## src/rtl/rst_req_sequencer_if.sv

```systemverilog
// Request/reset handshake between the button long-press detector, the sequencer and its consumers.
interface rst_req_sequencer_if;
    logic rst_req_in;
    logic sys_rst_n;
    logic busy;
    logic rst_done;
    logic led_status;

    modport master (
        output rst_req_in,
        input  sys_rst_n,
        input  busy,
        input  rst_done,
        input  led_status
    );

    modport slave (
        input  rst_req_in,
        output sys_rst_n,
        output busy,
        output rst_done,
        output led_status
    );
endinterface

```

## src/rtl/rst_req_sequencer.sv

```systemverilog
// Turns a long-press request level into one fixed-width active-low soft reset, then locks out.
// Define RST_SEQ_LED_BLINK_EN to blink led_status during the cooldown lockout.
module rst_req_sequencer #(
    parameter int unsigned TICK_DIV    = 50000,
    parameter int unsigned HOLD_MS     = 100,
    parameter int unsigned COOLDOWN_MS = 500,
    parameter int unsigned BLINK_MS    = 250
) (
    input  logic               clk,
    input  logic               rst_n,
    rst_req_sequencer_if.slave bus
);

    localparam int unsigned TickW = (TICK_DIV > 1) ? $clog2(TICK_DIV) : 1;
    localparam int unsigned MsMax = (HOLD_MS > COOLDOWN_MS) ? HOLD_MS : COOLDOWN_MS;
    localparam int unsigned MsW   = $clog2(MsMax + 1);

    if (TICK_DIV < 2 || HOLD_MS < 1 || COOLDOWN_MS < 1 || BLINK_MS < 1) begin : g_param_check
        $error("rst_req_sequencer: parameters out of range");
    end

    typedef enum logic [1:0] {StIdle, StAssert, StWaitRel, StCooldown} state_e;

    state_e state_q, state_d;

    logic req_meta_q, req_s_q, req_q;
    logic req_rise;

    logic [TickW-1:0] tick_cnt_q, tick_cnt_d;
    logic             tick;
    logic [MsW-1:0]   ms_cnt_q, ms_cnt_d;
    logic             state_entry;

    logic sys_rst_n_q, sys_rst_n_d;
    logic busy_q, busy_d;
    logic rst_done_q, rst_done_d;
    logic led_q, led_d;

    // Request synchronizer plus one delayed copy for edge detection.
    always_ff @(posedge clk or negedge rst_n) begin
        if (!rst_n) begin
            req_meta_q <= 1'b0;
            req_s_q    <= 1'b0;
            req_q      <= 1'b0;
        end else begin
            req_meta_q <= bus.rst_req_in;
            req_s_q    <= req_meta_q;
            req_q      <= req_s_q;
        end
    end

    assign req_rise    = req_s_q & ~req_q;
    assign state_entry = (state_d != state_q);
    assign tick        = (tick_cnt_q == TickW'(TICK_DIV - 1));

    // Both timers restart on every state change so each state times from its own entry.
    always_comb begin
        tick_cnt_d = tick_cnt_q + 1'b1;
        if (state_entry || tick) begin
            tick_cnt_d = '0;
        end

        ms_cnt_d = ms_cnt_q;
        if (state_entry) begin
            ms_cnt_d = '0;
        end else if (tick && (ms_cnt_q != '1)) begin
            ms_cnt_d = ms_cnt_q + 1'b1;
        end
    end

    always_ff @(posedge clk or negedge rst_n) begin
        if (!rst_n) begin
            tick_cnt_q <= '0;
            ms_cnt_q   <= '0;
        end else begin
            tick_cnt_q <= tick_cnt_d;
            ms_cnt_q   <= ms_cnt_d;
        end
    end

    always_ff @(posedge clk or negedge rst_n) begin
        if (!rst_n) begin
            state_q <= StIdle;
        end else begin
            state_q <= state_d;
        end
    end

    // Exits fire on the tick that brings the ms counter to its target.
    always_comb begin
        state_d = state_q;
        unique case (state_q)
            StIdle: begin
                if (req_rise) begin
                    state_d = StAssert;
                end
            end
            StAssert: begin
                if (tick && (ms_cnt_q == MsW'(HOLD_MS - 1))) begin
                    state_d = StWaitRel;
                end
            end
            StWaitRel: begin
                if (!req_s_q) begin
                    state_d = StCooldown;
                end
            end
            StCooldown: begin
                if (req_s_q) begin
                    state_d = StWaitRel;
                end else if (tick && (ms_cnt_q == MsW'(COOLDOWN_MS - 1))) begin
                    state_d = StIdle;
                end
            end
            default: state_d = StIdle;
        endcase
    end

`ifdef RST_SEQ_LED_BLINK_EN
    localparam int unsigned BlinkW = (BLINK_MS > 1) ? $clog2(BLINK_MS) : 1;

    logic [BlinkW-1:0] blink_cnt_q, blink_cnt_d;
    logic              blink_toggle;
    logic              cool_entry;

    assign cool_entry   = (state_d == StCooldown) && (state_q != StCooldown);
    assign blink_toggle = (state_q == StCooldown) && (state_d == StCooldown) && tick &&
                          (blink_cnt_q == BlinkW'(BLINK_MS - 1));

    always_comb begin
        blink_cnt_d = blink_cnt_q;
        if (cool_entry) begin
            blink_cnt_d = '0;
        end else if ((state_q == StCooldown) && tick) begin
            blink_cnt_d = (blink_cnt_q == BlinkW'(BLINK_MS - 1)) ? '0 : blink_cnt_q + 1'b1;
        end
    end

    always_ff @(posedge clk or negedge rst_n) begin
        if (!rst_n) begin
            blink_cnt_q <= '0;
        end else begin
            blink_cnt_q <= blink_cnt_d;
        end
    end
`endif

    // Outputs are decoded from the next state and registered, so they align with state_q.
    always_comb begin
        sys_rst_n_d = (state_d != StAssert);
        busy_d      = (state_d != StIdle);
        rst_done_d  = (state_q == StAssert) && (state_d == StWaitRel);
`ifdef RST_SEQ_LED_BLINK_EN
        led_d = 1'b0;
        unique case (state_d)
            StIdle:     led_d = 1'b0;
            StAssert:   led_d = 1'b1;
            StWaitRel:  led_d = 1'b1;
            StCooldown: led_d = cool_entry ? 1'b1 : (blink_toggle ? ~led_q : led_q);
            default:    led_d = 1'b0;
        endcase
`else
        led_d = ~sys_rst_n_d;
`endif
    end

    always_ff @(posedge clk or negedge rst_n) begin
        if (!rst_n) begin
            sys_rst_n_q <= 1'b1;
            busy_q      <= 1'b0;
            rst_done_q  <= 1'b0;
            led_q       <= 1'b0;
        end else begin
            sys_rst_n_q <= sys_rst_n_d;
            busy_q      <= busy_d;
            rst_done_q  <= rst_done_d;
            led_q       <= led_d;
        end
    end

    assign bus.sys_rst_n  = sys_rst_n_q;
    assign bus.busy       = busy_q;
    assign bus.rst_done   = rst_done_q;
    assign bus.led_status = led_q;

endmodule

```

## src/flat_wrapper.sv

```systemverilog
// flat-port wrapper written by rule: the top's interface ports become plain ports
module rst_req_sequencer_flat 
#(
    parameter int unsigned TICK_DIV    = 50000,
    parameter int unsigned HOLD_MS     = 100,
    parameter int unsigned COOLDOWN_MS = 500,
    parameter int unsigned BLINK_MS    = 250
)
  (clk, rst_n, bus_rst_req_in, bus_sys_rst_n, bus_busy, bus_rst_done, bus_led_status);
  rst_req_sequencer_if bus_i ();
  input  logic clk;
  input  logic rst_n;
  input wire logic [$bits(bus_i.rst_req_in)-1:0] bus_rst_req_in;
  output wire logic [$bits(bus_i.sys_rst_n)-1:0] bus_sys_rst_n;
  output wire logic [$bits(bus_i.busy)-1:0] bus_busy;
  output wire logic [$bits(bus_i.rst_done)-1:0] bus_rst_done;
  output wire logic [$bits(bus_i.led_status)-1:0] bus_led_status;
  assign bus_i.rst_req_in = bus_rst_req_in;
  assign bus_sys_rst_n = bus_i.sys_rst_n;
  assign bus_busy = bus_i.busy;
  assign bus_rst_done = bus_i.rst_done;
  assign bus_led_status = bus_i.led_status;
  rst_req_sequencer #(.TICK_DIV(TICK_DIV), .HOLD_MS(HOLD_MS), .COOLDOWN_MS(COOLDOWN_MS), .BLINK_MS(BLINK_MS)) u_core (.clk(clk), .rst_n(rst_n), .bus(bus_i));
endmodule
```

## config.mk

```make
export PLATFORM = sky130hd
export DESIGN_NAME = rst_req_sequencer_flat
export DESIGN_NICKNAME = d
export VERILOG_FILES = /design/src/rtl/rst_req_sequencer_if.sv /design/src/rtl/rst_req_sequencer.sv /design/src/flat_wrapper.sv
export SDC_FILE = /design/constraint.sdc
export NUM_CORES = 1
export LEC_CHECK = 0
export CAP_MARGIN = 40
export CORE_UTILIZATION = 40
export DETAILED_ROUTE_END_ITERATION = 16
export MAX_ROUTING_LAYER = met4
export PLACE_DENSITY = 0.7
export SLEW_MARGIN = 20
export SYNTH_ARGS = -nofsm -noshare
export SYNTH_HDL_FRONTEND = slang
export SYNTH_SLANG_ARGS = --single-unit
```

## constraint.sdc

```tcl
create_clock -name clk -period 2.4 [get_ports clk]
set_clock_uncertainty 0.15 [all_clocks]
set_input_delay 0.48 -clock clk [delete_from_list [all_inputs] [get_ports clk]]
set_output_delay 0.48 -clock clk [all_outputs]
set_load 0.005 [all_outputs]
```

# ---- Word level (Yosys, flattened, before mapping)
# Cells that the tools add are included.
dict set report op_classes {
  add_sub_neg 2
  n_eq_ne 10
  muxes 9
  bitwise 3
  n_reduce_logical 8
}
# cell count
set op_table {}
lappend op_table {{9-bit two-way mux} 2}
lappend op_table {{16-bit by 1-bit adder with 16-bit output (second input constant)} 1}
lappend op_table {{16-bit == test (second input constant)} 1}
lappend op_table {{16-bit two-way mux} 1}
lappend op_table {{2-bit two-way mux} 5}
lappend op_table {{9-bit by 1-bit adder with 9-bit output (second input constant)} 1}
lappend op_table {{9-bit by 7-bit == test with 1-bit output (second input constant)} 1}
lappend op_table {{9-bit == test (second input constant)} 1}
lappend op_table {{9-bit != test (second input constant)} 1}
lappend op_table {{2-bit case mux with 4 select lines} 1}
lappend op_table {{2-bit == test (second input constant)} 3}
lappend op_table {{1-bit logical AND} 4}
lappend op_table {{2-bit nonzero test} 2}
lappend op_table {{2-bit by 1-bit == test with 1-bit output (second input constant)} 1}
lappend op_table {{2-bit logical NOT} 1}
lappend op_table {{2-bit by 1-bit != test with 1-bit output (second input constant)} 1}
lappend op_table {{2-bit != test} 1}
lappend op_table {{1-bit NOT} 2}
lappend op_table {{1-bit bitwise AND} 1}
lappend op_table {{1-bit logical OR} 1}
dict set report totals {
  ff_bits 34
  input_bits 3
  out_inout_bits 4
  elab_cells 42
}

# ---- Depth between registers and ports, before layout
dict set report depth {
  word_depth 8
  ltp_mapped 9
  ltp_nobuf 8
}

# ---- Worst setup path after synthesis
# OpenSTA, ideal clock, no wires.
dict set report synth_path {
  path_type {register to register}
  from {register u_core.ms_cnt_q[0]}
  to {register u_core.ms_cnt_q[5]}
  setup_time_ps 78
  arrival_time_ps 2046
  t_required_ps 2172
  path_slack_ps 125
  path_stages_with_launch 10
  n_path_buf 1
  synth_period_minus_slack_ps 2275
  path_cell_list {dfrtp_1 -> ha_1 -> nand3_1 -> nor2_1 -> ha_1 -> and4b_1 -> nand4_1 -> buf_2 -> or4_1 -> a21oi_1}
}
dict set report synth_between {
  elab_chain_cells 7
  word_cells_on_any_way 15
  classes_between {1 x add/sub; 4 x eq/ne; 6 x mux; 4 x reduce/logical}
}
# item line_no
set synth_lines {}
lappend synth_lines {{from (decl)} rst_req_sequencer.sv:31} ;# logic [MsW-1:0] ms_cnt_q, ms_cnt_d;
lappend synth_lines {{from (signal assigned)} rst_req_sequencer.sv:77} ;# ms_cnt_q <= ms_cnt_d;
lappend synth_lines {{9-bit == test} rst_req_sequencer.sv:111} ;# end else if (tick && (ms_cnt_q == MsW'(COOLDOWN_MS - 1))) begin
lappend synth_lines {{1-bit logical AND} rst_req_sequencer.sv:111}
lappend synth_lines {{2-bit two-way mux} rst_req_sequencer.sv:111}
lappend synth_lines {{2-bit two-way mux} rst_req_sequencer.sv:109} ;# if (req_s_q) begin
lappend synth_lines {{2-bit case mux with 4 select lines} rst_req_sequencer.sv:92} ;# unique case (state_q)
lappend synth_lines {{2-bit != test} rst_req_sequencer.sv:53} ;# assign state_entry = (state_d != state_q);
lappend synth_lines {{9-bit two-way mux / 2-bit nonzero test (equally long branches)} -}
# Parallel ways exist; a longest one is shown, timed or not. The select of a mux whose other input is x is not followed.
# A chain may end at the register's enable or synchronous reset.

# ---- Worst setup path after layout
dict set report layout_path {
  from {register u_core.ms_cnt_q[0]}
  to {register u_core.ms_cnt_q[3]}
}
# The elaborated chain is that of the path after synthesis.

==> flow_summary.ini <==
[status]
status = completed

[worst_setup_path]
critical_path_class = register to register
worst_ep_required_time_ns = 2.46
critPathCaptureType = register
startpoint_type = register
cpMaxStageDelayCell = dfrtp_1
slowest_delay_ns = 0.38
worstPathArrival_ns = 2.30
critPathMaxFanout = 4
path_cells = ha_2 -> nand3_1 -> nor2_1 -> ha_1 -> and4b_1 -> nand4_1 -> buf_4 -> or3_1 -> a21oi_1

[routing]
first_iter_violations = 69
post_drt_wl_per_cell_um = 13.3
vias_per_cell = 5.32
drt_wl_total_um = 3240
drc_errors = 0
drt_pass1_iterations = 4
vias = 1292
final_antenna_net_count = 0

[layout]
drive_above_1_share_pct = 14.5
design_area_um2 = 1990
area_growth_pct = 14.7
nets = 199
antenna_cells = 0

[placed_design]
gp_congestion = 0.841
portBuffers = 6
placed_area_um2 = 1900
dp_hpwl_um = 2360

[die]
dieArea_um2 = 4600
coreArea_um2 = 4090
rows = 23
fp.dieW_um = 67.8
fp.dieH_um = 67.8
start_util_pct = 42.4
ios = 7

[logic_synthesis]
synth_flop_cell = dfrtp_1
syn_avg_cell_area_um2 = 9.96
synth_xor_area_share_pct = 8.09
syn_inst = 174
synth_top_family_by_area = simple AND/OR/NAND/NOR gates
yosysSeqAreaShare_pct = 49.2
async_flop_share_pct = 100
syn_nets = 180
syn_area_um2 = 1730
synthAdderAreaFrac_pct = 2.17
synth-simple-area-share_pct = 28.4
ys_ff_latch = 34
synth.distinct_cells = 42
yosys_warnings = 0
muxShareOfSynthArea_pct = 0
synth_compound_area_share_pct = 9.39
synth-edff-count = 0

[clocking]
cts_hold_buf = 0
cts_tree = done
cts_max_path_buffers = 2
path_clk_slew_ns = 0.06
clock_tree.htree_level_count = 2
cts_sinks = 34
root_buffer = clkbuf_8
clock_latency_ns = 0.29
cts_made_buffers = 5

[worst_hold_path]
hold_path_class = register to register

[sta]
period_needed_ns = 2.24
finalHoldViolCount = 0
rsz0062_at_grt = false
worst_slew_pin_slew_ns = 0.558
finalSetupViolCount = 0
relSlewSlack_pct = 62.5
fmax_ghz = 0.447
slew_violations = 0
final.setup.tns_ns = 0
fin_crit_sh_pct = 93.3

[run]
max-cap-violations = 0

[power_and_ir_drop]
leakagePower_nw = 0.866
p_comb_share_pct = 15.6
netSwitchingFraction_pct = 28.9
power_switching_mw = 0.379
seqPwrFrac_pct = 55.1
clockPowerShare_pct = 29.3
peakVddDrop_mv = 0.346
p_int_mw = 0.931
powerDensity_nw_per_um2 = 659

[global_routing]
grt_max_degree = 35
grt_pass1_wl_um = 5600
antenna_found_initial = 0
grt_usage_pct = 17.6
grt-ovfl-total = 0
grt_pass1_vias = 1123
==> worst max-delay path: cells and delay by family, from the launching register on <==
kind / cells / cell delay (ns)
and+or+nand+nor: 5 / 0.90
adders and majority gates: 2 / 0.39
DFF: 1 / 0.38
buffers and inverters: 1 / 0.19
AOI/OAI and AO/OA: 1 / 0.16
==> state kept, by name, summed over array words and instances, names as in the netlist <==
name and flops:
u_core.bus.rst_done 1, u_core.req_meta_q 1, u_core.bus.sys_rst_n 1, u_core.tick_cnt_q 16, u_core.req_q 1, u_core.state_q 2, u_core.req_s_q 1, u_core.bus.busy 1
u_core.bus.led_status 1, u_core.ms_cnt_q 9
==> cell usage in the layout (no fill, tap or decap), types with 3 or more instances in the layout <==
cell and n:
nand4_1 7, inv_1 5, or3_1 3, or4_1 5, a21oi_1 7, o31ai_1 4, nand3_1 12, buf_4 10
xor2_1 4, nor3_1 5, clkbuf_8 5, nor4_1 4, dfrtp_1 33, clkdlybuf4s50_1 6, nor2_1 25, xnor2_1 12
nand2_1 13
==> final timing paths <==
| path | depth (start not counted) | to | from | slack [ns] |
|---|---|---|---|---|
| setup reg to reg | 9 | u_core.ms_cnt_q[3] | u_core.ms_cnt_q[0] | 0.16 |
| hold / removal | 0 | u_core.req_s_q | u_core.req_meta_q | 0.20 |
| setup / recovery | 9 | u_core.ms_cnt_q[3] | u_core.ms_cnt_q[0] | 0.16 |
| max in group asynchronous | 2 | u_core.bus.sys_rst_n | rst_n | 1.34 |
| min in group asynchronous | 2 | u_core.bus.led_status | rst_n | 0.44 |
| hold reg to reg | 0 | u_core.req_s_q | u_core.req_meta_q | 0.20 |
==> metrics by stage <==
step                hold WS [ns]  total power [mW]  worst slack, ns  std cells  util [%]
global route               0.207              1.39           0.0376        243      48.7
finish                     0.198              1.31            0.161        243      48.7
detailed placement         0.186             0.936            0.113        235      46.4
global placement           0.182             0.927            0.205        235      46.4
floorplan                 0.0344             0.875            0.125        174         -
CTS                        0.200              1.33            0.107        242      48.3
==> cells by family (layout without fill, tap and decap cells) <==
family	after synthesis	after routing
xor gates and xnor gates	16	16
adders and majority gates	3	3
AOI/OAI and AO/OA	22	22
DFF	34	34
buffers and inverters	10	29
and+or+nand+nor	89	89
==> cell type report <==
cell class | instances | area (µm²)
inverter | 6 | 22.5
tap | 50 | 62.6
fill | 401 | 2100
timing repair buffer | 16 | 135
sequential | 34 | 852
multi-input combinational | 130 | 840
clock buffer | 7 | 76.3
==> power groups by stage <==
| stage | Combinational [mW] | Clock [mW] | Sequential [mW] |
|---|---|---|---|
| floorplan | 0.180 | 0 | 0.694 |
| detailed placement | 0.207 | 0 | 0.730 |
| CTS | 0.207 | 0.398 | 0.720 |
| global placement | 0.199 | 0 | 0.727 |
| finish | 0.204 | 0.384 | 0.722 |
| global route | 0.228 | 0.427 | 0.732 |
==> cell usage after synthesis, types with 2 or more instances <==
cell type	instances	share of area, %
a21oi_1	8	2.3
and2_1	2	0.72
and4bb_2	2	1.4
buf_2	2	0.58
dfrtp_1	33	48
ha_1	3	2.2
inv_1	5	1.1
nand2_1	13	2.8
nand3_1	12	3.5
nand4_1	7	2.5
nor2_1	25	5.4
nor3_1	5	1.4
nor4_1	4	1.4
o21ai_0	2	0.58
o31ai_1	4	1.7
or3_1	3	1.1
or4_1	5	2.2
xnor2_1	12	6.1
xor2_1	4	2.0
==> metal layers <==
| layer | wire length (µm) | part of all wire (%) | global-route usage (%) | vias up |
|---|---|---|---|---|
| met5 | 0 | 0 | - | - |
| met4 | 61 | 1.9 | 7.81 | 0 |
| met1 | 1650 | 51 | 24.7 | 614 |
| met3 | 98 | 3.0 | 6.00 | 4 |
| li1 | - | - | - | 659 |
| met2 | 1430 | 44 | 22.5 | 15 |
==> timing repair <==
item                                    CTS  global route
endpoints found under the setup margin    0             3
setup buffers                             0             1
hold endpoints to repair                  0             0
resized for setup                         0             2
Power figures use the tool's default switching activity.
